**src/rtl/rc4_pkg.sv**
```systemverilog
// Shared types for the RC4 S-array controllers: state encodings, default geometry
// and the verifier check-mode enum.
package rc4_pkg;

  localparam int ADDR_W_DEF = 8;
  localparam int DATA_W_DEF = 8;
  localparam int DEPTH_DEF  = 256;

  // bit4 drives v_done and bit3 drives r_rden directly from the state register.
  typedef enum logic [4:0] {
    IDLE        = 5'b00_000,
    SET_ADDR    = 5'b01_001,
    WAIT_DATA   = 5'b00_010,
    COMPARE     = 5'b00_011,
    INC_COUNT   = 5'b00_100,
    VERIFY_DONE = 5'b10_101
  } vm_state_t;

  typedef enum logic {
    MODE_IDENTITY    = 1'b0,
    MODE_PERMUTATION = 1'b1
  } vm_mode_t;

endpackage

```
**src/rtl/verify_mem_if.sv**
```systemverilog
// Control and S-RAM read-port signals of the memory verifier.
interface verify_mem_if #(
  parameter int ADDR_W = 8,
  parameter int DATA_W = 8
);
  // start/v_done form a four-phase level handshake: start rises, v_done rises and
  // holds, start falls, v_done falls. r_rden is a one-cycle read strobe with no
  // back-pressure; r_q must be valid RD_LAT clocks later and stay valid until the
  // next strobe. v_pass, v_err_addr and v_err_count are meaningful while v_done=1.
  logic              start;
  logic [ADDR_W-1:0] r_address;
  logic              r_rden;
  logic [DATA_W-1:0] r_q;
  logic              v_done;
  logic              v_pass;
  logic [ADDR_W-1:0] v_err_addr;
  logic [ADDR_W:0]   v_err_count;

  modport master (
    input  start, r_q,
    output r_address, r_rden, v_done, v_pass, v_err_addr, v_err_count
  );

  modport slave (
    output start, r_q,
    input  r_address, r_rden, v_done, v_pass, v_err_addr, v_err_count
  );
endinterface

```
**src/rtl/verify_mem_seen_bitmap.sv**
```systemverilog
// DEPTH x 1 "value already seen" flag array: async clear on reset, sync clear,
// one set port and one combinational test port.
module seen_bitmap #(
  parameter int DEPTH = 256,
  parameter int IDX_W = 8
) (
  input  logic             clk,
  input  logic             rst_n,
  input  logic             clr,
  input  logic             set_en,
  input  logic [IDX_W-1:0] set_idx,
  input  logic [IDX_W-1:0] test_idx,
  output logic             test_hit
);
  // When DEPTH covers the whole index space no out-of-range value can occur.
  localparam bit FULL = (DEPTH >= (1 << IDX_W));

  logic [DEPTH-1:0] flags;
  logic             set_ok;
  logic             test_ok;

  assign set_ok  = FULL || (int'(set_idx) < DEPTH);
  assign test_ok = FULL || (int'(test_idx) < DEPTH);

  always_ff @(posedge clk or negedge rst_n) begin
    if (!rst_n) begin
      flags <= '0;
    end else if (clr) begin
      flags <= '0;
    end else if (set_en && set_ok) begin
      flags[set_idx] <= 1'b1;
    end
  end

  assign test_hit = test_ok ? flags[test_idx] : 1'b0;
endmodule

```
**src/rtl/verify_mem.sv**
```systemverilog
// Walks S-RAM addresses 0..DEPTH-1 after the init pass and checks the contents:
// identity fill (MODE 0) or permutation / no repeated value (MODE 1).
module verify_mem
  import rc4_pkg::*;
#(
  parameter int ADDR_W = ADDR_W_DEF,
  parameter int DATA_W = DATA_W_DEF,
  parameter int DEPTH  = DEPTH_DEF,
  parameter int RD_LAT = 1,
  parameter int MODE   = 0
) (
  input  logic      clk,
  input  logic      reset,
  verify_mem_if.master bus,
  output vm_state_t dbg_state
);
  // One spare count bit so DEPTH = 2^ADDR_W reaches its terminal compare without wrapping.
  localparam int                CNT_W    = ADDR_W + 1;
  localparam logic [CNT_W-1:0]  LAST     = CNT_W'(DEPTH - 1);
  localparam logic [CNT_W-1:0]  ERR_MAX  = CNT_W'(DEPTH);
  localparam logic [1:0]        LAT_LOAD = 2'(RD_LAT - 1);

  vm_state_t         state;
  vm_state_t         state_nxt;
  logic [CNT_W-1:0]  count;
  logic [CNT_W-1:0]  err_count;
  logic [ADDR_W-1:0] err_addr;
  logic              pass;
  logic [1:0]        lat_cnt;
  logic              mismatch;
  logic              walk_start;

  assign walk_start = (state == IDLE) && bus.start;

  always_ff @(posedge clk or negedge reset) begin
    if (!reset) begin
      state <= IDLE;
    end else begin
      state <= state_nxt;
    end
  end

  always_comb begin
    state_nxt = state;
    case (state)
      IDLE:        if (bus.start) state_nxt = SET_ADDR;
      SET_ADDR:    state_nxt = WAIT_DATA;
      WAIT_DATA:   if (lat_cnt == 2'd0) state_nxt = COMPARE;
      COMPARE:     state_nxt = INC_COUNT;
      INC_COUNT:   state_nxt = (count == LAST) ? VERIFY_DONE : SET_ADDR;
      VERIFY_DONE: if (!bus.start) state_nxt = IDLE;
      default:     state_nxt = IDLE;
    endcase
  end

  // r_q only reaches state through COMPARE, so unknown read data elsewhere is harmless.
  generate
    if (MODE == int'(MODE_PERMUTATION)) begin : g_perm
      logic seen_hit;

      seen_bitmap #(
        .DEPTH (DEPTH),
        .IDX_W (DATA_W)
      ) u_seen (
        .clk      (clk),
        .rst_n    (reset),
        .clr      (walk_start),
        .set_en   (state == COMPARE),
        .set_idx  (bus.r_q),
        .test_idx (bus.r_q),
        .test_hit (seen_hit)
      );

      assign mismatch = seen_hit;
    end else begin : g_ident
      assign mismatch = (32'(bus.r_q) != 32'(count));
    end
  endgenerate

  always_ff @(posedge clk or negedge reset) begin
    if (!reset) begin
      count     <= '0;
      err_count <= '0;
      err_addr  <= '0;
      pass      <= 1'b0;
      lat_cnt   <= 2'd0;
    end else begin
      case (state)
        IDLE: begin
          if (bus.start) begin
            count     <= '0;
            err_count <= '0;
            err_addr  <= '0;
            pass      <= 1'b1;
          end
        end
        SET_ADDR:  lat_cnt <= LAT_LOAD;
        WAIT_DATA: if (lat_cnt != 2'd0) lat_cnt <= lat_cnt - 2'd1;
        COMPARE: begin
          if (mismatch) begin
            if (err_count != ERR_MAX) err_count <= err_count + 1'b1;
            if (pass) begin
              err_addr <= count[ADDR_W-1:0];
              pass     <= 1'b0;
            end
          end
        end
        INC_COUNT: if (count != LAST) count <= count + 1'b1;
        default: ;
      endcase
    end
  end

  assign bus.r_address   = count[ADDR_W-1:0];
  assign bus.r_rden      = state[3];
  assign bus.v_done      = state[4];
  assign bus.v_pass      = pass;
  assign bus.v_err_addr  = err_addr;
  assign bus.v_err_count = err_count;
  assign dbg_state       = state;
endmodule

```
**src/flat_wrapper.sv**
```systemverilog
// flat-port wrapper written by rule: the top's interface ports become plain ports
module verify_mem_flat import rc4_pkg::*;
#(
  parameter int ADDR_W = ADDR_W_DEF,
  parameter int DATA_W = DATA_W_DEF,
  parameter int DEPTH  = DEPTH_DEF,
  parameter int RD_LAT = 1,
  parameter int MODE   = 0
)
  (clk, reset, dbg_state, bus_start, bus_r_q, bus_r_address, bus_r_rden, bus_v_done, bus_v_pass, bus_v_err_addr, bus_v_err_count);
  verify_mem_if #(.ADDR_W(ADDR_W), .DATA_W(DATA_W)) bus_i ();
  input  logic clk;
  input  logic reset;
  output vm_state_t dbg_state;
  input wire logic [$bits(bus_i.start)-1:0] bus_start;
  input wire logic [$bits(bus_i.r_q)-1:0] bus_r_q;
  output wire logic [$bits(bus_i.r_address)-1:0] bus_r_address;
  output wire logic [$bits(bus_i.r_rden)-1:0] bus_r_rden;
  output wire logic [$bits(bus_i.v_done)-1:0] bus_v_done;
  output wire logic [$bits(bus_i.v_pass)-1:0] bus_v_pass;
  output wire logic [$bits(bus_i.v_err_addr)-1:0] bus_v_err_addr;
  output wire logic [$bits(bus_i.v_err_count)-1:0] bus_v_err_count;
  assign bus_i.start = bus_start;
  assign bus_i.r_q = bus_r_q;
  assign bus_r_address = bus_i.r_address;
  assign bus_r_rden = bus_i.r_rden;
  assign bus_v_done = bus_i.v_done;
  assign bus_v_pass = bus_i.v_pass;
  assign bus_v_err_addr = bus_i.v_err_addr;
  assign bus_v_err_count = bus_i.v_err_count;
  verify_mem #(.ADDR_W(ADDR_W), .DATA_W(DATA_W), .DEPTH(DEPTH), .RD_LAT(RD_LAT), .MODE(MODE)) u_core (.clk(clk), .reset(reset), .bus(bus_i), .dbg_state(dbg_state));
endmodule
```
**config.mk**
```make
export PLATFORM = sky130hd
export DESIGN_NAME = verify_mem_flat
export DESIGN_NICKNAME = d
export VERILOG_FILES = /design/src/rtl/rc4_pkg.sv /design/src/rtl/verify_mem_if.sv /design/src/rtl/verify_mem_seen_bitmap.sv /design/src/rtl/verify_mem.sv /design/src/flat_wrapper.sv
export SDC_FILE = /design/constraint.sdc
export NUM_CORES = 1
export LEC_CHECK = 0
export BUFFER_PORTS_ARGS = -buffer_cell sky130_fd_sc_hd__buf_2
export CORE_MARGIN = 3
export CORE_UTILIZATION = 60
export CTS_BUF_LIST = sky130_fd_sc_hd__clkbuf_4
export DETAILED_ROUTE_END_ITERATION = 12
export PLACE_DENSITY = 0.94
export SLEW_MARGIN = 20
export SYNTH_ARGS = -nofsm -noshare
export SYNTH_HDL_FRONTEND = slang
export SYNTH_SLANG_ARGS = --single-unit
```
**constraint.sdc**
```tcl
create_clock -name clk -period 5.11 [get_ports clk]
set_clock_uncertainty 0.2 [all_clocks]
set_input_delay 0.2555 -clock clk [delete_from_list [all_inputs] [get_ports clk]]
set_output_delay 0.2555 -clock clk [all_outputs]
set_load 0.02 [all_outputs]
```
==> impl_summary.txt <==
----------------------------------------------------
[Critical path]
  Count of cell instances traversed by the critical path ... 10
  WP data arrival ... 2.98 ns
  Type of element capturing the critical path ... register
  Gate family responsible for the most delay along the worst path ... simple AND/OR/NAND/NOR gates
  Worst r2r src ... u_core.count[0]
  Crit path largest cell delay ... 0.63 ns
  Crit path buffers/inverters ... 1
  Setup CP Type ... register to register
  Worst Reg-to-Reg Cells ... 10
  Critical-path maximum fanout ... 12
  Type of origin of the critical path ... register
  Worst-case register-to-register setup slack ... 2.17 ns
  Most used cell, CP ... sky130_fd_sc_hd__ha_1
  CP max stage cell ... sky130_fd_sc_hd__o21ai_1
  Worst path cell trace ... ha_1 > nand3_1 > or2_2 > nor2_1 > ha_1 > nor2b_1 > o21ai_1 > inv_1 > nand2_1 > o41ai_1
  Data required time of the critical path ... 5.15 ns
  Capture point of the worst reg-to-reg path ... u_core.count[7]

[Yosys]
  Register area share after synthesis ... 42.16%
  Synthesis warning total ... 0
  Number of enable-type register cells in the synthesized netlist ... 0
  Total standard cell area after synthesis ... 2018 um^2
  Synth cell types ... 56
  Async set-reset flop share out of synthesis ... 100.0%
  Number of instances in the synthesized netlist ... 201
  Syn_area_per_cell ... 10.04 um^2
  Main synth FF type ... sky130_fd_sc_hd__dfrtp_1
  Total nets after synthesis ... 217
  Total of flip-flops plus latches after synthesis ... 34

[Global routing]
  Vias in the first global route ... 1,604
  Final global-route overflow total ... 0
  Total routing resource utilization after global routing ... 25.09%
  Largest net degree at the start of global routing ... 35
  First-pass GRT wire length ... 7872 um
  Initial antenna violation count ... 0

[Status]
  Status ... completed

[Route]
  DRC violations left ... 0
  Total via count in the routed design ... 1,671
  Total detailed-routing wirelength ... 4669 um
  Drt wl/cell ... 16.62 um
  Post-route ant nets ... 0
  Routed via count divided by cell count ... 5.947
  Starting DRC count in detailed routing ... 137
  TritonRoute pass-1 iters ... 4

[Floorplan]
  Width of the die ... 64.00 um
  Number of cell rows ... 20
  Initial core utilization ... 64.52%
  # IOs ... 44
  Die Ht ... 64.00 um
  Total die area ... 4095 um^2
  Core box area ... 3128 um^2

[Placed design]
  Number of port buffers ... 43
  Hpwl dp ... 3235 um
  GPL Wtd Cong ... 0.9655

[Hold path]
  Cell count of the worst hold path ... 4
  Type of the worst min-delay path ... input port to register
  Hold path startpoint ... bus_start
  Min-Delay Endpoint ... u_core.count[0]

[Power and ir drop]
  Clock Power Share ... 30.6%
  Static Leak ... 1.109 nW
  Sw Ratio ... 37.20%
  Seq pwr share ... 39.2%
  Cell Pwr Density ... 367.2 nW/um^2
  Comb pwr share ... 30.1%
  Internal ... 0.5277 mW
  VDD IR-drop max ... 0.3470 mV
  Power dissipated by switching net loads ... 0.3126 mW

[Clocking]
  H-Tree Level Count ... 2
  Clock buffer count from CTS ... 5
  Worst-skew pair later-pin latency ... 0.36 ns
  CTS tree ... done
  Post-CTS setup buffers ... 0
  # clock sinks ... 34
  Cell chosen for the clock root ... sky130_fd_sc_hd__clkbuf_4
  CTS max path bufs ... 2
  Clk slew on worst S/H paths ... 0.11 ns
  Number of resized instances in the post-cts repair step ... 0

[Job]
  Max-capacitance violation count ... 0

[Layout]
  Total number of nets in the final design ... 252
  Fillers ... 230
  Antenna diode count ... 0
  Layout cells sized above 1 ... 30.80%
  Area growth from synthesis to final layout ... 13.39%
  Final Core Density ... 73.16%

[STA]
  Number of hold violations in the final report ... 0
  Highest clock frequency the design can meet ... 340.6 MHz
  Final max-slew violation count ... 0
  Share of the clock period used by the worst path ... 57.46%
  Sum of negative setup slack ... 0 ns
  Unrepaired setup endpoints after global routing ... false
  Final count of negative-setup-slack endpoints ... 0
  Final critical delay including setup and external delays ... 2.936 ns
  Slew Limit Headroom ... 47.61%
  Transition time at the pin with the least slew margin ... 0.7805 ns

----------------------------------------------------
[area by class of cell]
type,instances,area (um^2),share of cell area [%]
multi-input combinational,138,1002,43.79
sequential,34,850.8,37.18
timing repair buffer,44,225.2,9.841
clock inverter,3,68.82,3.007
clock buffer,5,37.54,1.640
inverter,13,48.80,2.132
tap,44,55.05,2.406
[cells in the final DEF (no fill, tap or decap), types with 3 or more instances in the layout]
| cell | Yosys | layout |
|---|---|---|
| sky130_fd_sc_hd__buf_2 | 3 | 43 |
| sky130_fd_sc_hd__dfrtp_1 | 34 | 34 |
| sky130_fd_sc_hd__nand2_1 | 18 | 18 |
| sky130_fd_sc_hd__inv_1 | 13 | 13 |
| sky130_fd_sc_hd__nor2_1 | 9 | 9 |
| sky130_fd_sc_hd__nand3_1 | 8 | 8 |
| sky130_fd_sc_hd__xor2_1 | 8 | 8 |
| sky130_fd_sc_hd__a32o_1 | 8 | 8 |
| sky130_fd_sc_hd__o21ai_0 | 8 | 8 |
| sky130_fd_sc_hd__a21oi_1 | 6 | 6 |
| sky130_fd_sc_hd__o21ai_1 | 5 | 5 |
| sky130_fd_sc_hd__ha_1 | 5 | 5 |
| sky130_fd_sc_hd__clkbuf_4 | 0 | 5 |
| sky130_fd_sc_hd__a31oi_1 | 4 | 4 |
| sky130_fd_sc_hd__and3_1 | 4 | 4 |
| sky130_fd_sc_hd__o21a_1 | 4 | 4 |
| sky130_fd_sc_hd__nor3_1 | 4 | 4 |
| sky130_fd_sc_hd__nor4_1 | 3 | 3 |
| sky130_fd_sc_hd__o22ai_1 | 3 | 3 |
[state kept, by name, summed over array words and instances, names as in the netlist]
| signal | cells |
|---|---|
| u_core.bus.v_err_count | 9 |
| u_core.count | 9 |
| u_core.bus.v_err_addr | 8 |
| u_core.dbg_state | 5 |
| u_core.lat_cnt | 2 |
| u_core.bus.v_pass | 1 |
[worst reg2reg max path: stages (launching register included)]
cell and delay, ns:
sky130_fd_sc_hd__dfrtp_1 0.50, sky130_fd_sc_hd__ha_1 0.25, sky130_fd_sc_hd__nand3_1 0.14, sky130_fd_sc_hd__or2_2 0.35, sky130_fd_sc_hd__nor2_1 0.12, sky130_fd_sc_hd__ha_1 0.21, sky130_fd_sc_hd__nor2b_1 0.06, sky130_fd_sc_hd__o21ai_1 0.63
sky130_fd_sc_hd__inv_1 0.16, sky130_fd_sc_hd__nand2_1 0.13, sky130_fd_sc_hd__o41ai_1 0.07
[metal layers]
layer / wire (um) / track usage [%] / vias up / share of wire (%)
met1: 2001 / 32.08 / 797 / 43
met3: 280 / 6.151 / 9 / 6.0
met2: 2276 / 39.74 / 65 / 49
li1: - / - / 800 / -
met4: 111 / 11.86 / 0 / 2.4
met5: 0 / 0 / - / 0
[synth_stat cells (5+ instances only)]
| cell | n | area share, % |
|---|---|---|
| sky130_fd_sc_hd__a32o_1 | 8 | 4.0 |
| sky130_fd_sc_hd__xor2_1 | 8 | 3.5 |
| sky130_fd_sc_hd__dfrtp_1 | 34 | 42 |
| sky130_fd_sc_hd__inv_1 | 13 | 2.4 |
| sky130_fd_sc_hd__nand3_1 | 8 | 2.0 |
| sky130_fd_sc_hd__o21ai_0 | 8 | 2.0 |
| sky130_fd_sc_hd__o21ai_1 | 5 | 1.2 |
| sky130_fd_sc_hd__a21oi_1 | 6 | 1.5 |
| sky130_fd_sc_hd__ha_1 | 5 | 3.1 |
| sky130_fd_sc_hd__buf_4 | 10 | 3.7 |
| sky130_fd_sc_hd__nor2_1 | 9 | 1.7 |
| sky130_fd_sc_hd__nand2_1 | 18 | 3.3 |
[stage by stage]
stage | instances | instance area [um^2] | setup WS (ns) | hold WS (ns) | power (mW)
floorplan | 201 | 2018 | 2.787 | -0.2401 | 0.5274
global placement | 272 | 2172 | 2.368 | 0.1570 | 0.5788
detailed placement | 272 | 2172 | 2.280 | 0.1575 | 0.5867
CTS | 281 | 2288 | 2.191 | 0.08892 | 0.8448
global route | 281 | 2288 | 1.823 | 0.1100 | 0.8941
finish | 281 | 2288 | 2.174 | 0.1158 | 0.8404
[power groups by stage]
| stage | logic, mW | clock network, mW | registers (mW) |
|---|---|---|---|
| 6_report | 0.253 | 0.257 | 0.330 |
| 2_1_floorplan | 0.188 | 0 | 0.339 |
| 3_5_place_dp | 0.253 | 0 | 0.334 |
| 4_1_cts | 0.255 | 0.261 | 0.329 |
| 3_3_place_gp | 0.247 | 0 | 0.332 |
| 5_1_grt | 0.280 | 0.280 | 0.334 |
[kinds of logic (layout without fill, tap and decap cells)]
family / Yosys count / in the layout / share of synthesized area, %
simple gates: 67 / 67 / 19.41
flops: 34 / 34 / 42.16
compound gates: 56 / 56 / 22.63
mux: 2 / 2 / 1.054
xor+xnor: 8 / 8 / 3.472
buf+inv: 29 / 65 / 8.183
fa+ha+maj: 5 / 5 / 3.100
[timing repair]
action	CTS	global route
hold buffers	1	0
endpoints found under the hold margin	34	0
setup endpoints to repair	0	0
[worst max path at each step]
stage	startpoint	slack (ns)	endpoint
2_1_floorplan	u_core.count[0]	2.79	u_core.count[4]
3_3_place_gp	u_core.count[0]	2.37	u_core.count[8]
3_5_place_dp	u_core.count[0]	2.28	u_core.count[7]
4_1_cts	u_core.count[0]	2.19	u_core.count[7]
5_1_grt	u_core.count[0]	1.82	u_core.count[7]
6_report	u_core.count[0]	2.17	u_core.count[7]
(Power assumes the default switching activity.)
